File: config.mk
export PLATFORM = sky130hd
export DESIGN_NAME = vga_timing_generator
export DESIGN_NICKNAME = d
export VERILOG_FILES = /design/src/rtl/vga_timing_generator.sv
export SDC_FILE = /design/constraint.sdc
export NUM_CORES = 1
export LEC_CHECK = 0
export CAP_MARGIN = 10
export CORE_UTILIZATION = 54
export CTS_CLUSTER_DIAMETER = 60
export CTS_CLUSTER_SIZE = 30
export DETAILED_ROUTE_END_ITERATION = 10
export PLACE_DENSITY = 0.84
export SLEW_MARGIN = 20
export SYNTH_ARGS = -nofsm -noshare
export SYNTH_HDL_FRONTEND = slang
export SYNTH_SLANG_ARGS = --single-unit
File: constraint.sdc
create_clock -name i_Clk -period 4.7 [get_ports i_Clk]
set_input_delay 0.705 -clock i_Clk [delete_from_list [all_inputs] [get_ports i_Clk]]
set_output_delay 0.705 -clock i_Clk [all_outputs]
set_load 0.05 [all_outputs]
File: src/rtl/vga_timing_generator.sv
// vga_timing_generator: parametrised VESA-style raster timing generator.
// Produces a registered cursor, sync pulses with selectable polarity,
// active-video flag, line/frame start strobes and a frame counter, all
// aligned to the same cursor cycle and advanced only when i_Enable is high.
module vga_timing_generator #(
    parameter int unsigned ACTIVE_COLS = 640,
    parameter int unsigned H_FRONT     = 16,
    parameter int unsigned H_SYNC      = 96,
    parameter int unsigned H_BACK      = 48,
    parameter int unsigned ACTIVE_ROWS = 480,
    parameter int unsigned V_FRONT     = 10,
    parameter int unsigned V_SYNC      = 2,
    parameter int unsigned V_BACK      = 33,
    parameter logic        H_POL       = 1'b0,
    parameter logic        V_POL       = 1'b0,
    parameter int unsigned CW          = 10
) (
    input  logic          i_Clk,
    input  logic          i_Reset,
    input  logic          i_Enable,
    output logic          o_H_Sync,
    output logic          o_V_Sync,
    output logic          o_Active,
    output logic [CW-1:0] o_X_Cursor,
    output logic [CW-1:0] o_Y_Cursor,
    output logic          o_Line_Start,
    output logic          o_Frame_Start,
    output logic [7:0]    o_Frame_Count
);

    localparam int unsigned TOTAL_COLS = ACTIVE_COLS + H_FRONT + H_SYNC + H_BACK;
    localparam int unsigned TOTAL_ROWS = ACTIVE_ROWS + V_FRONT + V_SYNC + V_BACK;

    localparam logic [CW-1:0] H_LAST     = CW'(TOTAL_COLS - 1);
    localparam logic [CW-1:0] V_LAST     = CW'(TOTAL_ROWS - 1);
    localparam logic [CW-1:0] H_ACT_END  = CW'(ACTIVE_COLS);
    localparam logic [CW-1:0] V_ACT_END  = CW'(ACTIVE_ROWS);
    localparam logic [CW-1:0] HS_START   = CW'(ACTIVE_COLS + H_FRONT);
    localparam logic [CW-1:0] HS_END     = CW'(ACTIVE_COLS + H_FRONT + H_SYNC - 1);
    localparam logic [CW-1:0] VS_START   = CW'(ACTIVE_ROWS + V_FRONT);
    localparam logic [CW-1:0] VS_END     = CW'(ACTIVE_ROWS + V_FRONT + V_SYNC - 1);

    logic [CW-1:0] x_q, x_d;
    logic [CW-1:0] y_q, y_d;
    logic [7:0]    fc_q, fc_d;
    logic          hs_q, hs_d;
    logic          vs_q, vs_d;
    logic          act_q, act_d;
    logic          ls_q, ls_d;
    logic          fs_q, fs_d;

    // Next cursor/counter and flags derived from the next cursor, so the
    // registered flags always describe the cursor shown alongside them.
    always_comb begin
        x_d  = x_q;
        y_d  = y_q;
        fc_d = fc_q;
        ls_d = 1'b0;
        fs_d = 1'b0;
        if (i_Enable) begin
            if (x_q == H_LAST) begin
                x_d  = '0;
                ls_d = 1'b1;
                if (y_q == V_LAST) begin
                    y_d  = '0;
                    fc_d = fc_q + 8'd1;
                    fs_d = 1'b1;
                end else begin
                    y_d = y_q + 1'b1;
                end
            end else begin
                x_d = x_q + 1'b1;
            end
        end
        hs_d  = ((x_d >= HS_START) && (x_d <= HS_END)) ? H_POL : ~H_POL;
        vs_d  = ((y_d >= VS_START) && (y_d <= VS_END)) ? V_POL : ~V_POL;
        act_d = (x_d < H_ACT_END) && (y_d < V_ACT_END);
    end

    // State and output registers; reset leaves the cursor at (0,0) unstrobed.
    always_ff @(posedge i_Clk or posedge i_Reset) begin
        if (i_Reset) begin
            x_q   <= '0;
            y_q   <= '0;
            fc_q  <= '0;
            hs_q  <= ~H_POL;
            vs_q  <= ~V_POL;
            act_q <= 1'b1;
            ls_q  <= 1'b0;
            fs_q  <= 1'b0;
        end else begin
            x_q   <= x_d;
            y_q   <= y_d;
            fc_q  <= fc_d;
            hs_q  <= hs_d;
            vs_q  <= vs_d;
            act_q <= act_d;
            ls_q  <= ls_d;
            fs_q  <= fs_d;
        end
    end

    assign o_X_Cursor    = x_q;
    assign o_Y_Cursor    = y_q;
    assign o_Frame_Count = fc_q;
    assign o_H_Sync      = hs_q;
    assign o_V_Sync      = vs_q;
    assign o_Active      = act_q;
    assign o_Line_Start  = ls_q;
    assign o_Frame_Start = fs_q;

endmodule
# Word level (Yosys, flattened, before mapping)
# Index checks and enable logic that the tools add are counted.
[totals]
reg_bits = 33
in_bits = 3
out_inout_bits = 33
elab_cells = 35
[classes]
add_sub_neg = 3
n_lt_le_gt_ge = 6
eq_ne = 2
muxes = 12
reduce_logical = 4
[op_table]
columns = ["operator", "n"]
rows = [
  ["10-bit two-way mux", 5],
  ["10-bit by 1-bit adder with 10-bit output (second input constant)", 2],
  ["10-bit equality test (second input constant)", 2],
  ["10-bit greater-or-equal comparator (second input constant)", 1],
  ["10-bit by 9-bit greater-or-equal comparator with 1-bit output (second input constant)", 1],
  ["10-bit <= comparator (second input constant)", 1],
  ["10-bit by 9-bit <= comparator with 1-bit output (second input constant)", 1],
  ["10-bit < comparator (second input constant)", 1],
  ["10-bit by 9-bit < comparator with 1-bit output (second input constant)", 1],
  ["8-bit by 1-bit adder with 8-bit output (second input constant)", 1],
  ["1-bit two-way mux", 7],
  ["1-bit logical AND", 3],
  ["3-bit AND reduction", 1],
]

# Logic depth before layout (Yosys ltp)
# Gate-level depths: netlist of run 1.
[depth]
depth_word = 7
ltp_mapped = 10

# Worst setup path after synthesis of run 1
# Ideal clock, no wire load.
[synth_timing]
path_type = "register to register"
from = "reg x_q[0] (netlist: o_X_Cursor[0])"
to = "reg vs_q (netlist: o_V_Sync)"
arrival_ns = 2.157
t_required_ns = 4.605
slack_ns = 2.448
path_stages_with_launch = 8
path_cell_list = "dfrtp_1 -> ha_1 -> and3_1 -> buf_4 -> nand3_2 -> or4_4 -> a221oi_2 -> nand4_1"
[synth_via]
elab_chain_cells = 6
word_cells_on_any_way = 7
[synth_rtl]
columns = ["item", "line_no", "text"]
rows = [
  ["start, declared", "43", "logic [CW-1:0] x_q, x_d;"],
  ["start signal, assigned", "83", "x_q <= '0;"],
  ["start signal, assigned", "92", "x_q <= x_d;"],
  ["10-bit equality test (*)", "61", "if (x_q == H_LAST) begin"],
  ["10-bit two-way mux (*)", "61", ""],
  ["10-bit two-way mux (*)", "60", "if (i_Enable) begin"],
  ["10-bit by 9-bit greater-or-equal comparator with 1-bit output or 10-bit by 9-bit <= comparator with 1-bit output (tied branches)", "76", "vs_d = ((y_d >= VS_START) && (y_d <= VS_END)) ? V_POL : ~V_POL;"],
  ["1-bit logical AND (*)", "76", ""],
  ["1-bit two-way mux (*)", "76", ""],
  ["named net vs_d", "47", "logic vs_q, vs_d;"],
  ["end signal, assigned", "87", "vs_q <= ~V_POL;"],
  ["end signal, assigned", "96", "vs_q <= vs_d;"],
  ["end, declared", "47", ""],
]
# Mark *: on every way through the listed nets, which the timed path passes. The rest lies on a longest branch.
# A chain may end at the register's enable or synchronous reset.

# Final worst setup path of run 1
[layout_timing]
from = "in i_Enable"
to = "reg vs_q (netlist: o_V_Sync)"
[layout_via]
elab_chain_cells = 4
word_cells_on_any_way = 5
[layout_rtl]
columns = ["item", "line_no", "text"]
rows = [
  ["start, declared", "20", "input logic i_Enable,"],
  ["10-bit two-way mux (*)", "60", ""],
  ["10-bit by 9-bit greater-or-equal comparator with 1-bit output or 10-bit by 9-bit <= comparator with 1-bit output (tied branches)", "76", ""],
  ["1-bit logical AND (*)", "76", ""],
  ["1-bit two-way mux (*)", "76", ""],
  ["named net vs_d", "47", ""],
]
# Marked as above.

==> flow_metrics.py, run 1 <==
metrics = {
    "worst_setup_path": {
        "reg2reg_depth": 6,
        "crit_required_ns": 4.95,
        "critical_path_class": "input port to register",
        "path_max_fanout": 11,
        "r2r-end": "o_Frame_Count[1]$_DFFE_PP0P_",
        "critPathLaunchType": "input port",
        "crit_start": "i_Enable",
        "crit-reg2reg-launch": "o_Y_Cursor[1]$_DFF_PP0_",
        "crit_path_end_kind": "register",
        "arrival_ns": 2.89,
        "r2r_slack_ns": 2.36,
    },
    "synth": {
        "yosys.area.top_type_share": 0.4370,
        "ys_types": 45,
        "synth_xor_xnor_area_share": 0.08667,
        "synth_area_leader_cell": "dfrtp_1",
        "synth_commonest_cells": "30 x dfrtp_1, 19 x nand2_1, 11 x nor2_1, 10 x o21ai_0, 9 x xor2_1",
        "async_flop_share": 1.000,
        "synth.area.mux_share": 0.01238,
        "synthMostInstantiatedCell": "dfrtp_1",
        "synth-adder-area-share": 0.02913,
        "synth_compound_area_frac": 0.1136,
        "syn_area_um2": 1718,
        "ys_ff_latch": 33,
        "synth_edf_count": 0,
        "synthSimpleGateAreaFrac": 0.2360,
        "synth_top_family_by_area": "simple AND/OR/NAND/NOR gates",
        "ys_warn_count": 0,
        "synth.avg_cell_area_um2": 9.873,
        "ys_seq_area_frac": 0.4829,
        "synth_flop_cell": "dfrtp_1",
        "synth_fp_nets": 181,
        "synthCells": 174,
        "ys_top_cells_by_area": "dfrtp_1 44%, dfstp_2 4.6%, xor2_1 4.6%",
    },
    "floorplanning": {
        "dieArea_um2": 3411,
        "chipWidth_um": 58.40,
        "row_count": 20,
        "core_um2": 3028,
        "dieHeight_um": 58.40,
        "start_util": 0.5674,
        "ios": 36,
    },
    "min_path": {
        "worstHoldStart": "o_Frame_Count[7]$_DFFE_PP0P_",
        "hold_path_depth": 1,
        "worstHoldPathType": "register to register",
        "hold_end": "o_Frame_Count[7]$_DFFE_PP0P_",
    },
    "detailed_routing": {
        "finalWirelength_um": 3864,
        "drt-initial-drc-count": 90,
        "viasPerCell": 5.720,
        "drcViolationCount": 0,
        "vias": 1453,
        "drt_first_pass_iters": 4,
        "drt-wirelength-per-cell_um": 15.21,
        "antenna_left": 0,
    },
    "clock_network": {
        "cts_tree": "yes",
        "htreeDepth": 2,
        "cts-buffers-inserted": 5,
        "clk_latency_ns": 0.34,
        "cts_resized": 0,
        "clock_sinks": 33,
        "cts-hold-fix-buffers": 0,
        "postCtsSetupBuffers": 0,
        "cts.clk_slew.worst_paths_ns": 0.11,
        "clockBufferDepth": 2,
        "cts_root_buffer": "clkbuf_4",
    },
    "cells_and_area": {
        "num_antenna_cells": 0,
        "nFillCells": 242,
        "syn_to_final_growth_pct": 24.62,
        "layout.nets": 216,
        "fin_util": 0.7070,
        "post_route_cells_drive_above_1_share": 0.09524,
    },
    "grt": {
        "grt_pass1_wl_um": 6368,
        "grt.overflow.total": 0,
        "grt_pass1_vias": 1351,
        "grt_max_degree": 21,
        "grt_use_total": 0.2505,
        "antenna_found_initial": 0,
    },
    "pwr": {
        "power_leakage_uw": 0.0009765,
        "power.density_nw_per_um2": 367.2,
        "ir_drop_v": 0.0003653,
        "p_total_uw": 786.2,
    },
    "sta": {
        "fmax_ghz": 0.3785,
        "finalCritPeriodShare": 0.5622,
        "final-hold-violation-count": 0,
        "drv_slew": 0,
        "max_slew_margin": 0.6327,
        "setup_tns_ns": 0,
        "tightest_slew_ns": 0.5504,
        "period_needed_ns": 2.642,
        "rsz0062_at_grt": "no",
        "fin_skew_ns": 0.01114,
        "setup_viol": 0,
    },
    "placement": {
        "portBuffers": 35,
        "detailed_place_hpwl_um": 2795,
        "gp_congestion": 0.8753,
    },
    "outcome": {
        "status": "complete, no violations",
    },
    "job": {
        "max_cap_violations": 0,
    },
}
report_power, final:
group          switching (uW)  internal (uW)  leakage, uW
Clock                    97.4           56.9    0.0000320
Sequential               58.1            313     0.000423
Combinational             167           94.2     0.000521
Total                     323            464     0.000976
metrics by stage:
stage          area, um2  hold slack (ns)  setup slack, ns  std cells
2_1_floorplan       1718           0.7792            2.448        174
3_3_place_gp        2090           0.4541            1.793        246
4_1_cts             2141           0.4975            2.070        254
6_report            2141           0.4898            2.058        254
5_1_grt             2141           0.5059            1.909        254
3_5_place_dp        2090           0.4826            1.730        246
how the worst max path moves through the flow:
stage	endpoint	slack (ns)	cells after the start
after detailed placement	o_V_Sync$_DFF_PP1_	1.73	6
after CTS	o_V_Sync$_DFF_PP1_	2.07	6
after floorplan	o_V_Sync$_DFF_PP1_	2.45	7
after global placement	o_V_Sync$_DFF_PP1_	1.79	6
final	o_V_Sync$_DFF_PP1_	2.06	6
after global routing	o_V_Sync$_DFF_PP1_	1.91	6
flip-flops by register name, summed over array words and instances (netlist names):
| signal | flops |
|---|---|
| o_Active | 1 |
| o_Frame_Start | 1 |
| o_Frame_Count | 8 |
| o_X_Cursor | 10 |
| o_Y_Cursor | 10 |
| o_V_Sync | 1 |
| o_H_Sync | 1 |
| o_Line_Start | 1 |
cell families after synthesis:
| kind of cell | Yosys count |
|---|---|
| AO/OA/AOI/OAI | 28 |
| XOR/XNOR | 17 |
| adder cells (fa/ha/maj) | 4 |
| buffers and inverters | 15 |
| flip-flops | 33 |
| multiplexers | 2 |
| AND/OR/NAND/NOR | 75 |
cell usage in the layout (no fill, tap or decap), types with 6 or more instances in the layout:
cell type / instances
nor2_1: 11
clkdlybuf4s50_1: 35
nand2_1: 19
nand4_1: 7
nor3_1: 7
xor2_1: 9
dfrtp_1: 30
inv_1: 6
nand3_1: 8
xnor2_1: 8
o21ai_0: 10
metal layers:
metal | track usage | vias to the layer above | routed length [um]
met5 | 0 | - | 0
met4 | 0.1088 | 0 | 97
met3 | 0.06593 | 12 | 186
met2 | 0.4007 | 52 | 1861
met1 | 0.3223 | 706 | 1718
li1 | - | 683 | -
worst max-delay path, cell delays in order:
cell,delay [ns]
clkdlybuf4s50_1,0.59
and3_1,0.31
nand3_2,0.25
or4_4,0.60
a221oi_2,0.31
nand4_1,0.13
cell type report:
cell class / count / area [um2] / area share
Timing Repair Buffer: 36 / 357.8 / 0.1672
Tap cell: 44 / 55.05 / 0.02572
Inverter: 7 / 26.28 / 0.01227
Clock inverter: 2 / 10.01 / 0.004676
Multi-Input combinational cell: 126 / 820.8 / 0.3834
Clock buffer: 6 / 41.29 / 0.01929
Sequential cell: 33 / 829.5 / 0.3875
Power figures use the tool's default switching activity.
==> inputs of run 2 (changes only) <==
CORE_UTILIZATION = 45   (was 54)
PLACE_DENSITY = 0.75   (was 0.84)
clock period = 2.1 ns   (was 4.7 ns; I/O delays follow)
==> flow_metrics.py, run 2 (same netlist as run 1, synthesis figures left out) <==
metrics = {
    "worst_setup_path": {
        "crit_required_ns": 1.78,
        "crit-reg2reg-launch": "o_X_Cursor[0]$_DFF_PP0_",
        "critPathLaunchType": "register",
        "path_max_fanout": 10,
        "arrival_ns": 1.69,
        "path_buf_inv": 1,
        "crit_path_end_kind": "output pin",
        "crit_start": "o_Y_Cursor[2]$_DFF_PP0_",
        "cpLargestDelayFamily": "buffers and inverters",
        "critical_path_class": "register to output pin",
        "critPathMaxStageDelay_ns": 0.87,
        "cp_slowest_cell": "clkdlybuf4s50_1",
        "path_cells": "clkdlybuf4s50_1",
    },
    "grt": {
        "grt_pass1_vias": 1495,
        "grt.overflow.total": 0,
        "grt_use_total": 0.2245,
        "grt_pass1_wl_um": 6948,
        "antenna_found_initial": 0,
        "grt_max_degree": 34,
    },
    "sta": {
        "finalCritPeriodShare": 0.9568,
        "setup_viol": 0,
        "fin_skew_ns": 0.006917,
        "final-hold-violation-count": 0,
        "tightest_slew_ns": 0.5426,
        "max_slew_margin": 0.6371,
        "rsz0062_at_grt": "yes",
        "period_needed_ns": 2.009,
        "drv_slew": 0,
        "fmax_ghz": 0.4977,
        "timing.final.ws_setup_ns": 0.09082,
    },
    "cells_and_area": {
        "layout.nets": 240,
        "layout_commonest_cell": "clkdlybuf4s50_1",
        "layout_common_cells": "35 x clkdlybuf4s50_1, 25 x buf_4, 22 x dfrtp_1, 19 x nand2_1, 11 x nor2_1",
        "syn_to_final_growth_pct": 37.65,
        "post_route_cells_drive_above_1_share": 0.2137,
        "num_antenna_cells": 0,
        "fin_util": 0.6459,
        "final_cell_area_um2": 2365,
    },
    "floorplanning": {
        "start_util": 0.4692,
        "dieArea_um2": 4069,
        "core_um2": 3661,
        "chipWidth_um": 63.79,
        "dieHeight_um": 63.79,
        "ios": 36,
        "row_count": 22,
    },
    "detailed_routing": {
        "antenna_left": 0,
        "drt_first_pass_iters": 4,
        "wl_met1_um": 1839,
        "viasPerCell": 5.461,
        "finalWirelength_um": 4089,
        "wl_met2_um": 1964,
        "wl_met3_um": 175,
        "drt-wirelength-per-cell_um": 14.50,
        "drcViolationCount": 0,
        "maxUsedRoutingLayer": "met4",
        "vias": 1540,
        "drt-initial-drc-count": 60,
    },
    "placement": {
        "gp_congestion": 0.8748,
        "detailed_place_hpwl_um": 3019,
        "portBuffers": 35,
        "place_area_um2": 2285,
        "pre_cts_ws_ns": -0.05509,
    },
    "pwr": {
        "ir_drop_v": 0.0008964,
        "power_leakage_uw": 0.001095,
        "power.density_nw_per_um2": 811.8,
        "p_total_uw": 1920,
    },
    "job": {
        "max_cap_violations": 0,
    },
    "min_path": {
        "worstHoldPathType": "input port to asynchronous set/reset pin",
    },
    "clock_network": {
        "clockBufferDepth": 2,
        "cts_tree": "yes",
        "cts_resized": 0,
        "clk_latency_ns": 0.29,
        "htreeDepth": 2,
        "cts.clk_slew.worst_paths_ns": 0.07,
        "cts-hold-fix-buffers": 0,
        "cts_root_buffer": "clkbuf_8",
        "cts-buffers-inserted": 5,
        "clock_sinks": 33,
        "postCtsSetupBuffers": 0,
    },
    "outcome": {
        "status": "complete, no violations",
    },
}
-- run 2: cell types whose count changed in the layout (fill, tap and decap cells not counted) --
| cell | change |
|---|---|
| buf_4 | +24 |
| dfrtp_1 | -8 |
| dfrtp_2 | +8 |
| clkbuf_4 | -5 |
| clkbuf_8 | +5 |
| clkbuf_1 | +2 |
| clkinv_2 | -2 |
-- run 2: power breakdown --
| group | leakage, uW | switching [uW] | total, uW | internal, uW |
|---|---|---|---|---|
| registers | 0.000415 | 92.7 | 805 | 712 |
| clock network | 0.0000395 | 220 | 456 | 235 |
| logic | 0.000640 | 413 | 660 | 247 |
-- run 2: stage by stage --
stage	instances	hold WS, ns	setup TNS (ns)
detailed placement	274	0.4655	-0.09700
finish	282	0.4058	0
CTS	282	0.4205	0
global route	282	0.4778	-0.01969
global placement	274	0.4550	-0.04599
floorplan	174	0.4411	0
-- run 2: final cells by class --
type,instances,area [um2]
Sequential cell,33,839.6
Fill cell,300,1296
Timing Repair Buffer,60,538.0
Tap cell,48,60.06
Clock buffer,8,80.08
Multi-Input combinational cell,126,820.8
Inverter,7,26.28
-- run 2: routing by layer --
metal | vias to the layer above | track usage
met4 | 0 | 0.1165
met1 | 738 | 0.2948
met5 | - | 0
met3 | 13 | 0.03214
met2 | 53 | 0.3590
li1 | 736 | -
-- run 2: worst paths after layout --
| kind | cells after the start | endpoint | slack, ns |
|---|---|---|---|
| setup / recovery | 1 | o_Y_Cursor[2] | 0.09 |
| hold / removal | 3 | o_Frame_Count[1]$_DFFE_PP0P_ | 0.41 |
| setup reg to reg | 6 | o_V_Sync$_DFF_PP1_ | 0.14 |
| hold reg to reg | 1 | o_Frame_Count[7]$_DFFE_PP0P_ | 0.47 |
| max in group asynchronous | 3 | o_H_Sync$_DFF_PP1_ | 1.36 |
| min in group i_Clk | 1 | o_Frame_Count[7]$_DFFE_PP0P_ | 0.47 |
